[src/rtl/mips_muldiv_pkg.sv]
// Shared definitions for the MIPS HI/LO multiply/divide unit.
// Holds op encodings, the FSM state type and the default datapath width.
// Optional build macro used by the top: MULDIV_FAST_MUL_EN.
package mips_muldiv_pkg;

  localparam int DATA_W_DEF = 32;

  localparam logic [1:0] OP_MULT  = 2'b00;
  localparam logic [1:0] OP_MULTU = 2'b01;
  localparam logic [1:0] OP_DIV   = 2'b10;
  localparam logic [1:0] OP_DIVU  = 2'b11;

  typedef enum logic [1:0] {
    IDLE = 2'd0,
    MUL  = 2'd1,
    DIV  = 2'd2,
    FIX  = 2'd3
  } state_t;

endpackage

[src/rtl/mips_div_core.sv]
// One restoring-division step on unsigned magnitudes.
// Purely combinational: shifts the next dividend bit into the partial
// remainder, trial-subtracts the divisor and shifts the quotient bit in.
module mips_div_core
  import mips_muldiv_pkg::*;
#(
  parameter int DATA_W = DATA_W_DEF
) (
  input  logic [DATA_W-1:0] rem,
  input  logic [DATA_W-1:0] quo,
  input  logic [DATA_W-1:0] divisor,
  output logic [DATA_W-1:0] rem_next,
  output logic [DATA_W-1:0] quo_next
);

  logic [DATA_W:0] shifted;
  logic [DATA_W:0] diff;
  logic            keep;

  // rem < divisor always holds, so shifted < 2*divisor and the W+1 bit
  // difference never overflows; its top bit is a clean borrow flag.
  always_comb begin
    shifted  = {rem, quo[DATA_W-1]};
    diff     = shifted - {1'b0, divisor};
    keep     = diff[DATA_W];
    rem_next = keep ? shifted[DATA_W-1:0] : diff[DATA_W-1:0];
    quo_next = {quo[DATA_W-2:0], ~keep};
  end

endmodule

[src/rtl/mips_muldiv_unit.sv]
// HI/LO multiply/divide unit: iterative MULT/MULTU/DIV/DIVU plus MTHI/MTLO.
// Operations run on magnitudes, one bit per cycle, with signs fixed in FIX.
// Build macro MULDIV_FAST_MUL_EN selects a single-cycle combinational multiply.
module mips_muldiv_unit
  import mips_muldiv_pkg::*;
#(
  parameter int DATA_W = DATA_W_DEF,
  parameter int CNT_W  = $clog2(DATA_W) + 1
) (
  input  logic              clock,
  input  logic              reset,
  input  logic              start,
  input  logic [1:0]        op,
  input  logic [DATA_W-1:0] rs_data,
  input  logic [DATA_W-1:0] rt_data,
  input  logic              hi_wena,
  input  logic              lo_wena,
  input  logic [DATA_W-1:0] mt_data,
  output logic              busy,
  output logic              done,
  output logic              div_by_zero,
  output logic [DATA_W-1:0] hi,
  output logic [DATA_W-1:0] lo
);

  state_t            state, state_nxt;
  logic [CNT_W-1:0]  cnt;
  // acc_hi/acc_lo hold {product} for multiply and {remainder, quotient} for divide.
  logic [DATA_W-1:0] acc_hi, acc_lo, opnd_b;
  logic              neg_hi, neg_lo, is_mul, dz_flag;

  logic              signed_op, rs_neg, rt_neg, rt_zero, last_iter;
  logic [DATA_W-1:0] rs_abs, rt_abs;
  logic [DATA_W:0]   mul_sum;
  logic [DATA_W-1:0] rem_next, quo_next;
  logic [2*DATA_W-1:0] prod_fix;
  logic [DATA_W-1:0] fix_hi, fix_lo;

  assign busy = (state != IDLE);

  // Operand magnitudes and sign decode for the launch cycle.
  always_comb begin
    signed_op = ~op[0];
    rs_neg    = signed_op & rs_data[DATA_W-1];
    rt_neg    = signed_op & rt_data[DATA_W-1];
    rs_abs    = rs_neg ? (~rs_data + 1'b1) : rs_data;
    rt_abs    = rt_neg ? (~rt_data + 1'b1) : rt_data;
    rt_zero   = (rt_data == '0);
    last_iter = (cnt == CNT_W'(DATA_W - 1));
  end

  // Shift-add multiply step: add multiplicand on multiplier LSB, shift right.
  always_comb begin
    mul_sum = {1'b0, acc_hi} + (acc_lo[0] ? {1'b0, opnd_b} : '0);
  end

  mips_div_core #(.DATA_W(DATA_W)) u_div_core (
    .rem      (acc_hi),
    .quo      (acc_lo),
    .divisor  (opnd_b),
    .rem_next (rem_next),
    .quo_next (quo_next)
  );

  // Sign correction of the magnitude result before it is committed to HI/LO.
  always_comb begin
    prod_fix = neg_lo ? (~{acc_hi, acc_lo} + 1'b1) : {acc_hi, acc_lo};
    if (is_mul) begin
      fix_hi = prod_fix[2*DATA_W-1:DATA_W];
      fix_lo = prod_fix[DATA_W-1:0];
    end else begin
      fix_hi = neg_hi ? (~acc_hi + 1'b1) : acc_hi;
      fix_lo = neg_lo ? (~acc_lo + 1'b1) : acc_lo;
    end
  end

  // State register.
  always_ff @(posedge clock or posedge reset) begin
    if (reset) state <= IDLE;
    else       state <= state_nxt;
  end

  // Next-state logic; divide-by-zero (and fast multiply) jump straight to FIX.
  always_comb begin
    state_nxt = state;
    case (state)
      IDLE: if (start) begin
        if (op[1])      state_nxt = rt_zero ? FIX : DIV;
        else begin
`ifdef MULDIV_FAST_MUL_EN
                        state_nxt = FIX;
`else
                        state_nxt = MUL;
`endif
        end
      end
      MUL:  if (last_iter) state_nxt = FIX;
      DIV:  if (last_iter) state_nxt = FIX;
      FIX:  state_nxt = IDLE;
      default: state_nxt = IDLE;
    endcase
  end

  // Datapath, HI/LO registers and completion pulses.
  always_ff @(posedge clock or posedge reset) begin
    if (reset) begin
      cnt         <= '0;
      acc_hi      <= '0;
      acc_lo      <= '0;
      opnd_b      <= '0;
      neg_hi      <= 1'b0;
      neg_lo      <= 1'b0;
      is_mul      <= 1'b0;
      dz_flag     <= 1'b0;
      hi          <= '0;
      lo          <= '0;
      done        <= 1'b0;
      div_by_zero <= 1'b0;
    end else begin
      done        <= 1'b0;
      div_by_zero <= 1'b0;
      case (state)
        IDLE: begin
          // MTHI/MTLO land even alongside start; FIX overwrites them later.
          if (hi_wena) hi <= mt_data;
          if (lo_wena) lo <= mt_data;
          if (start) begin
            cnt     <= '0;
            is_mul  <= ~op[1];
            dz_flag <= 1'b0;
            if (op[1]) begin
              opnd_b <= rt_abs;
              if (rt_zero) begin
                // Preload the architected divide-by-zero result; no sign fix.
                acc_hi  <= rs_data;
                acc_lo  <= '1;
                neg_hi  <= 1'b0;
                neg_lo  <= 1'b0;
                dz_flag <= 1'b1;
              end else begin
                acc_hi <= '0;
                acc_lo <= rs_abs;
                neg_hi <= rs_neg;
                neg_lo <= rs_neg ^ rt_neg;
              end
            end else begin
              opnd_b <= rs_abs;
              neg_hi <= rs_neg ^ rt_neg;
              neg_lo <= rs_neg ^ rt_neg;
`ifdef MULDIV_FAST_MUL_EN
              {acc_hi, acc_lo} <= {{DATA_W{1'b0}}, rs_abs} * {{DATA_W{1'b0}}, rt_abs};
`else
              acc_hi <= '0;
              acc_lo <= rt_abs;
`endif
            end
          end
        end
        MUL: begin
          acc_hi <= mul_sum[DATA_W:1];
          acc_lo <= {mul_sum[0], acc_lo[DATA_W-1:1]};
          cnt    <= cnt + CNT_W'(1);
        end
        DIV: begin
          acc_hi <= rem_next;
          acc_lo <= quo_next;
          cnt    <= cnt + CNT_W'(1);
        end
        FIX: begin
          hi          <= fix_hi;
          lo          <= fix_lo;
          done        <= 1'b1;
          div_by_zero <= dz_flag;
        end
        default: ;
      endcase
    end
  end

endmodule

[config.mk]
export PLATFORM = sky130hd
export DESIGN_NAME = mips_muldiv_unit
export DESIGN_NICKNAME = d
export VERILOG_FILES = /design/src/rtl/mips_muldiv_pkg.sv /design/src/rtl/mips_div_core.sv /design/src/rtl/mips_muldiv_unit.sv
export SDC_FILE = /design/constraint.sdc
export NUM_CORES = 1
export LEC_CHECK = 0
export ABC_AREA = 1
export CORE_MARGIN = 3
export CORE_UTILIZATION = 50
export DETAILED_ROUTE_END_ITERATION = 12
export PLACE_DENSITY = 0.74
export SYNTH_ARGS = -nofsm -noshare
export SYNTH_HDL_FRONTEND = slang
export SYNTH_HIERARCHICAL = 1
export SYNTH_SLANG_ARGS = --single-unit
[constraint.sdc]
create_clock -name clock -period 6.7 [get_ports clock]
set_input_delay 1.675 -clock clock [delete_from_list [all_inputs] [get_ports clock]]
set_output_delay 1.675 -clock clock [all_outputs]
set_load 0.02 [all_outputs]
After elaboration in Yosys (flattened, before gate mapping)
Cells that the tools add are included.
{"block": "totals", "latchBits": 0, "regBits": 174, "memories": 0, "romBits": 0, "ram_bits": 0, "out_inout_bits": 67}
{"block": "op_classes", "add_sub_neg": 8, "eq_ne": 8, "n_reduce_logical": 13, "shift": 0, "bitwise": 11, "order_cmp": 0, "multipliers": 0, "div_mod_pow": 0, "mux": 37}
{"operator": "32-bit 2-to-1 mux", "n": 17}
{"operator": "32-bit one-hot mux with 3 select lines", "n": 2}
{"operator": "32-bit by 1-bit adder with 32-bit output, second input constant", "n": 4}
{"operator": "32-bit NOT", "n": 4}
{"operator": "32-bit one-hot mux with 2 select lines", "n": 2}
{"operator": "64-bit by 1-bit adder with 64-bit output, second input constant", "n": 1}
{"operator": "64-bit 2-to-1 mux", "n": 1}
{"operator": "64-bit NOT", "n": 1}
{"operator": "32-bit by 32-bit adder with 33-bit output", "n": 1}
{"operator": "33-bit by 32-bit subtractor with 33-bit output", "n": 1}
{"operator": "32-bit zero test", "n": 1}
{"operator": "6-bit one-hot mux with 2 select lines", "n": 1}
{"operator": "2-bit AND reduction", "n": 6}
{"operator": "1-bit 2-to-1 mux", "n": 9}
{"operator": "6-bit by 1-bit adder with 6-bit output, second input constant", "n": 1}
{"operator": "6-bit by 5-bit equality test with 1-bit output, second input constant", "n": 1}
{"operator": "2-bit 2-to-1 mux", "n": 3}
{"operator": "6-bit 2-to-1 mux", "n": 1}
{"operator": "2-bit != test, second input constant", "n": 3}
{"operator": "2-bit one-hot mux with 3 select lines", "n": 1}
{"operator": "2-bit nonzero test", "n": 3}
{"operator": "2-bit equality test, second input constant", "n": 2}
{"operator": "1-bit NOT", "n": 3}
{"operator": "3-bit nonzero test", "n": 1}
{"operator": "other kinds (6)", "n": 7}

Longest topological paths before layout
{"block": "logic_depth", "depth_word": 7, "depth_mapped": 22, "depth_no_buf": 21}

Modules after synthesis
Netlist, hierarchy kept.
{"module": "mips_muldiv_unit", "area_each_um2": 15638.7, "cells_each": 2622, "instances": 1, "seq_area_each_um2": 4354.2}
{"module": "mips_div_core", "area_each_um2": 3383.2, "cells_each": 711, "instances": 1, "seq_area_each_um2": 0.0}

Worst setup path before layout
Ideal clock, no wire load.
{"block": "synth_path", "kind": "input-to-reg", "startpoint": "input rt_data[0]", "endpoint": "register acc_hi[1]", "arrival_ns": 3.093, "path_stages": 10, "setup_slack_ns": 3.525, "cell_sequence": "inv_1 ha_1 nand4_4 nor2_4 nand3_2 or2_4 nor3_4 buf_6 nand3_2 a22oi_2"}
{"block": "synth_between", "elab_chain_cells": 5}
{"element": "start, declared", "line_no": "mips_muldiv_unit.sv:15", "source": "input logic [DATA_W-1:0] rt_data,"}
{"element": "32-bit zero test", "line_no": "mips_muldiv_unit.sv:48", "source": "rt_zero = (rt_data == '0);"}
{"element": "32-bit 2-to-1 mux", "line_no": "mips_muldiv_unit.sv:133", "source": "if (rt_zero) begin"}
{"element": "32-bit 2-to-1 mux", "line_no": "mips_muldiv_unit.sv:131", "source": "if (op[1]) begin"}
{"element": "32-bit 2-to-1 mux", "line_no": "mips_muldiv_unit.sv:127", "source": "if (start) begin"}
{"element": "32-bit one-hot mux with 3 select lines", "line_no": "mips_muldiv_unit.sv:122", "source": "case (state)"}
{"element": "end signal, assigned", "line_no": "mips_muldiv_unit.sv:135", "source": "acc_hi <= rs_data;"}
{"element": "end signal, assigned", "line_no": "mips_muldiv_unit.sv:160", "source": "acc_hi <= mul_sum[DATA_W:1];"}
{"element": "end signal, assigned", "line_no": "mips_muldiv_unit.sv:165", "source": "acc_hi <= rem_next;"}
{"element": "end, declared", "line_no": "mips_muldiv_unit.sv:29", "source": "logic [DATA_W-1:0] acc_hi, acc_lo, opnd_b;"}
Every way passes these cells. The select of a mux whose other input is x is not followed.
A chain may end at the register's enable or synchronous reset.

Final worst setup path
{"block": "layout_path", "startpoint": "input start", "endpoint": "register acc_lo[31]"}
{"block": "layout_between", "elab_chain_cells": 2}
{"element": "start, declared", "line_no": "mips_muldiv_unit.sv:12", "source": "input logic start,"}
{"element": "2-bit != test (no source line)"}
{"element": "2-bit AND reduction (no source line)"}
{"element": "end signal, assigned", "line_no": "mips_muldiv_unit.sv:142", "source": "acc_lo <= rs_abs;"}
{"element": "end signal, assigned", "line_no": "mips_muldiv_unit.sv:154", "source": "acc_lo <= rt_abs;"}
{"element": "end signal, assigned", "line_no": "mips_muldiv_unit.sv:161", "source": "acc_lo <= {mul_sum[0], acc_lo[DATA_W-1:1]};"}
{"element": "end, declared", "line_no": "mips_muldiv_unit.sv:29"}
Every way passes these cells.

==> flow_metrics.py <==
metrics = {
    "pwr": {
        "powerDensity_nw_per_um2": 543,
        "power_mw": 11.7,
        "leakagePower_nw": 11.1,
        "peakVddDrop_mv": 1.18,
    },
    "detailed_routing": {
        "wl_microns": 80200,
        "postRouteAntennaNets": 0,
        "drc_errors": 0,
        "drtIter0Drc": 2927,
        "avgViaCountPerCell": 5.80,
        "dr_total_vias": 22700,
        "firstDrtPassIters": 8,
        "avgRoutedWirePerCell_microns": 20.4,
    },
    "grt": {
        "antenna_found_initial": 1,
        "grt_pass1_wl_microns": 123000,
        "grt_max_degree": 151,
        "grt_use_total": 0.388,
        "first_global_vias": 21100,
        "gr-total-overflow": 0,
    },
    "clocking": {
        "cts_root_buf": "clkbuf_16",
        "clk_latency_ns": 0.47,
        "postCtsHoldBufs": 0,
        "path_clk_slew_ns": 0.08,
        "htreeDepth": 4,
        "cts_tree": "built",
        "cts_buffers": 17,
        "clock_sinks": 174,
        "cts_resized": 0,
        "clock_path_buffers": 2,
        "post_cts_buffers": 0,
    },
    "setup_path": {
        "slowest_stage": "nor2_1",
        "r2r_cells": 11,
        "startpoint_type": "primary input",
        "critPathMaxFanout": 60,
        "path_cells": "clkdlybuf4s50_1 -> nand2_1 -> inv_1 -> nor2_4 -> buf_4 -> nor2_1 -> a22oi_1 -> nand2_1",
        "rr_startpoint": "state[0]",
        "cp.required_ns": 7.11,
        "endpoint": "acc_lo[31]",
        "worstReg2RegEnd": "acc_lo[31]",
        "critPathMostFrequentCell": "nand2_1",
        "rrSetupSlack_ns": 2.78,
        "worstSetupEndpointType": "flip-flop",
        "cpPeakStageDelay_ns": 0.92,
        "path_class": "primary input to flip-flop",
        "worst_ep_arrival_time_ns": 4.39,
        "startpoint": "start",
    },
    "sta": {
        "rsz0062_at_grt": "false",
        "final-max-slew-violation-count": 0,
        "max_freq_mhz": 251,
        "hold_viol_final": 0,
        "finalCritPeriodShare": 0.594,
        "fin_ws_ns": 2.72,
        "fin_crit_ns": 3.98,
        "max_slew_margin": 0.224,
        "setup_viol": 0,
        "holdWs_ns": 0.532,
        "max_slew.worst_pin.slew_ns": 1.16,
        "setup_tns_ns": 0,
        "fin_skew_ns": 0.0170,
    },
    "logic_synthesis": {
        "synth.avg_cell_area_sq_um": 5.71,
        "netlist_area_sq_um": 19000,
        "netlist-cell-type-count": 54,
        "synth-main-ff-cell": "dfrtp_1",
        "synth.most_common_cell": "nand2_1",
        "yosysTopAreaCell": "dfrtp_1",
        "netlist_top_cells_area": "dfrtp_1 (23%), nand2_1 (23%), nand3_1 (8.7%)",
        "yosysWarnings": 6,
        "synthTopCellsByCount": "nand2_1 (1152), inv_1 (438), nor2_1 (336), nand3_1 (332), a21oi_1 (236)",
        "synthesis.nets": 3511,
        "synthCells": 3333,
        "synthDominantCellAreaShare": 0.229,
        "synth_edf_count": 0,
        "yosysSeqAreaShare": 0.229,
        "synth_seq_cells": 174,
        "async_flop_share": 1.00,
    },
    "placed_design": {
        "dp_slack_ns": 2.31,
        "port_buffers": 169,
        "dp.cells": 3888,
        "dp.final_hpwl_microns": 63600,
        "placed_area_sq_um": 20800,
        "place_congestion": 1.11,
    },
    "floorplan": {
        "die_h_microns": 201,
        "coreArea_sq_um": 37000,
        "ios": 170,
        "chipWidth_microns": 201,
        "die-area_sq_um": 40400,
        "initial_core_util": 0.513,
        "rows": 70,
    },
    "finish": {
        "area_growth_pct": 12.8,
        "utilization": 0.579,
        "finalInstanceArea_sq_um": 21500,
        "nets": 3581,
        "final_cells": 3922,
        "drive_above_1_share": 0.0345,
    },
    "flow_run": {
        "drv_cap": 0,
    },
    "min_path": {
        "hold_path.class": "flip-flop to flip-flop",
    },
    "status": {
        "outcome": "complete, no violations",
    },
}
metal layers:
metal,GRT usage,wire [microns],up-vias
met4,0.178,4270,0
met1,0.548,33400,10400
met3,0.0744,9270,237
met5,0,0,-
li1,-,-,10700
met2,0.574,33300,1370
sequential cells by signal (all words and copies together), names as in the netlist:
name,cells
done,1
dz_flag,1
state,2
neg_hi,1
neg_lo,1
lo,32
cnt,6
is_mul,1
opnd_b,32
div_by_zero,1
acc_hi,32
acc_lo,32
hi,32
worst min path at each step:
stage / startpoint / to / slack [ns] / depth (start not counted)
after floorplan: dz_flag / div_by_zero / 0.44 / 2
after global placement: lo[1] / lo[1] / 0.47 / 2
after detailed placement: lo[1] / lo[1] / 0.52 / 2
after CTS: cnt[0] / cnt[0] / 0.53 / 1
after global routing: lo[4] / lo[4] / 0.54 / 2
final: lo[18] / lo[18] / 0.53 / 2
final cells by class:
class | instances | area [sq um]
Clock inverter | 14 | 201
Clock buffer | 18 | 429
Antenna cell | 2 | 5.00
Timing Repair Buffer | 192 | 1880
Fill cell | 3905 | 15600
Sequential cell | 174 | 4350
Inverter | 451 | 1700
Tap cell | 504 | 631
Multi-Input combinational cell | 2567 | 12300
logic make-up (layout without fill, tap and decap cells):
group / count (synthesis) / after routing / synth area share
AND/OR/NAND/NOR: 1962 / 1962 / 0.434
buffers and inverters: 592 / 675 / 0.127
AO/OA/AOI/OAI: 478 / 478 / 0.136
flip-flops: 174 / 174 / 0.229
adder cells (fa/ha/maj): 75 / 75 / 0.0501
XOR/XNOR: 52 / 52 / 0.0239
other: 0 / 2 / 0
worst max-delay path: cells and delay by family:
family / cells / cell delay, ns
AO/OA/AOI/OAI: 1 / 0.31
AND/OR/NAND/NOR: 4 / 1.21
buffers and inverters: 3 / 1.13
power breakdown:
group          internal (mW)  switching, mW  total [mW]
registers               1.55          0.688        2.24
logic                   2.58           5.71        8.29
clock network          0.604          0.523        1.13
placed cells by master (no fill, tap or decap), types with 7 or more instances in the layout:
cell type	n
a21oi_1	236
a31oi_1	18
buf_4	22
clkbuf_16	17
clkdlybuf4s50_1	169
dfrtp_1	174
ha_1	71
inv_1	437
inv_2	9
nand2_1	1152
nand2_2	8
nand3_1	332
nand3b_1	10
nand4_1	40
nor2_1	333
nor2_2	9
nor2_4	9
nor3_1	29
nor4_1	8
o211ai_1	29
o21ai_0	150
o21ai_1	7
o21bai_1	15
or2_2	8
xor2_1	49
No activity file was read; power rests on OpenSTA's default activity.
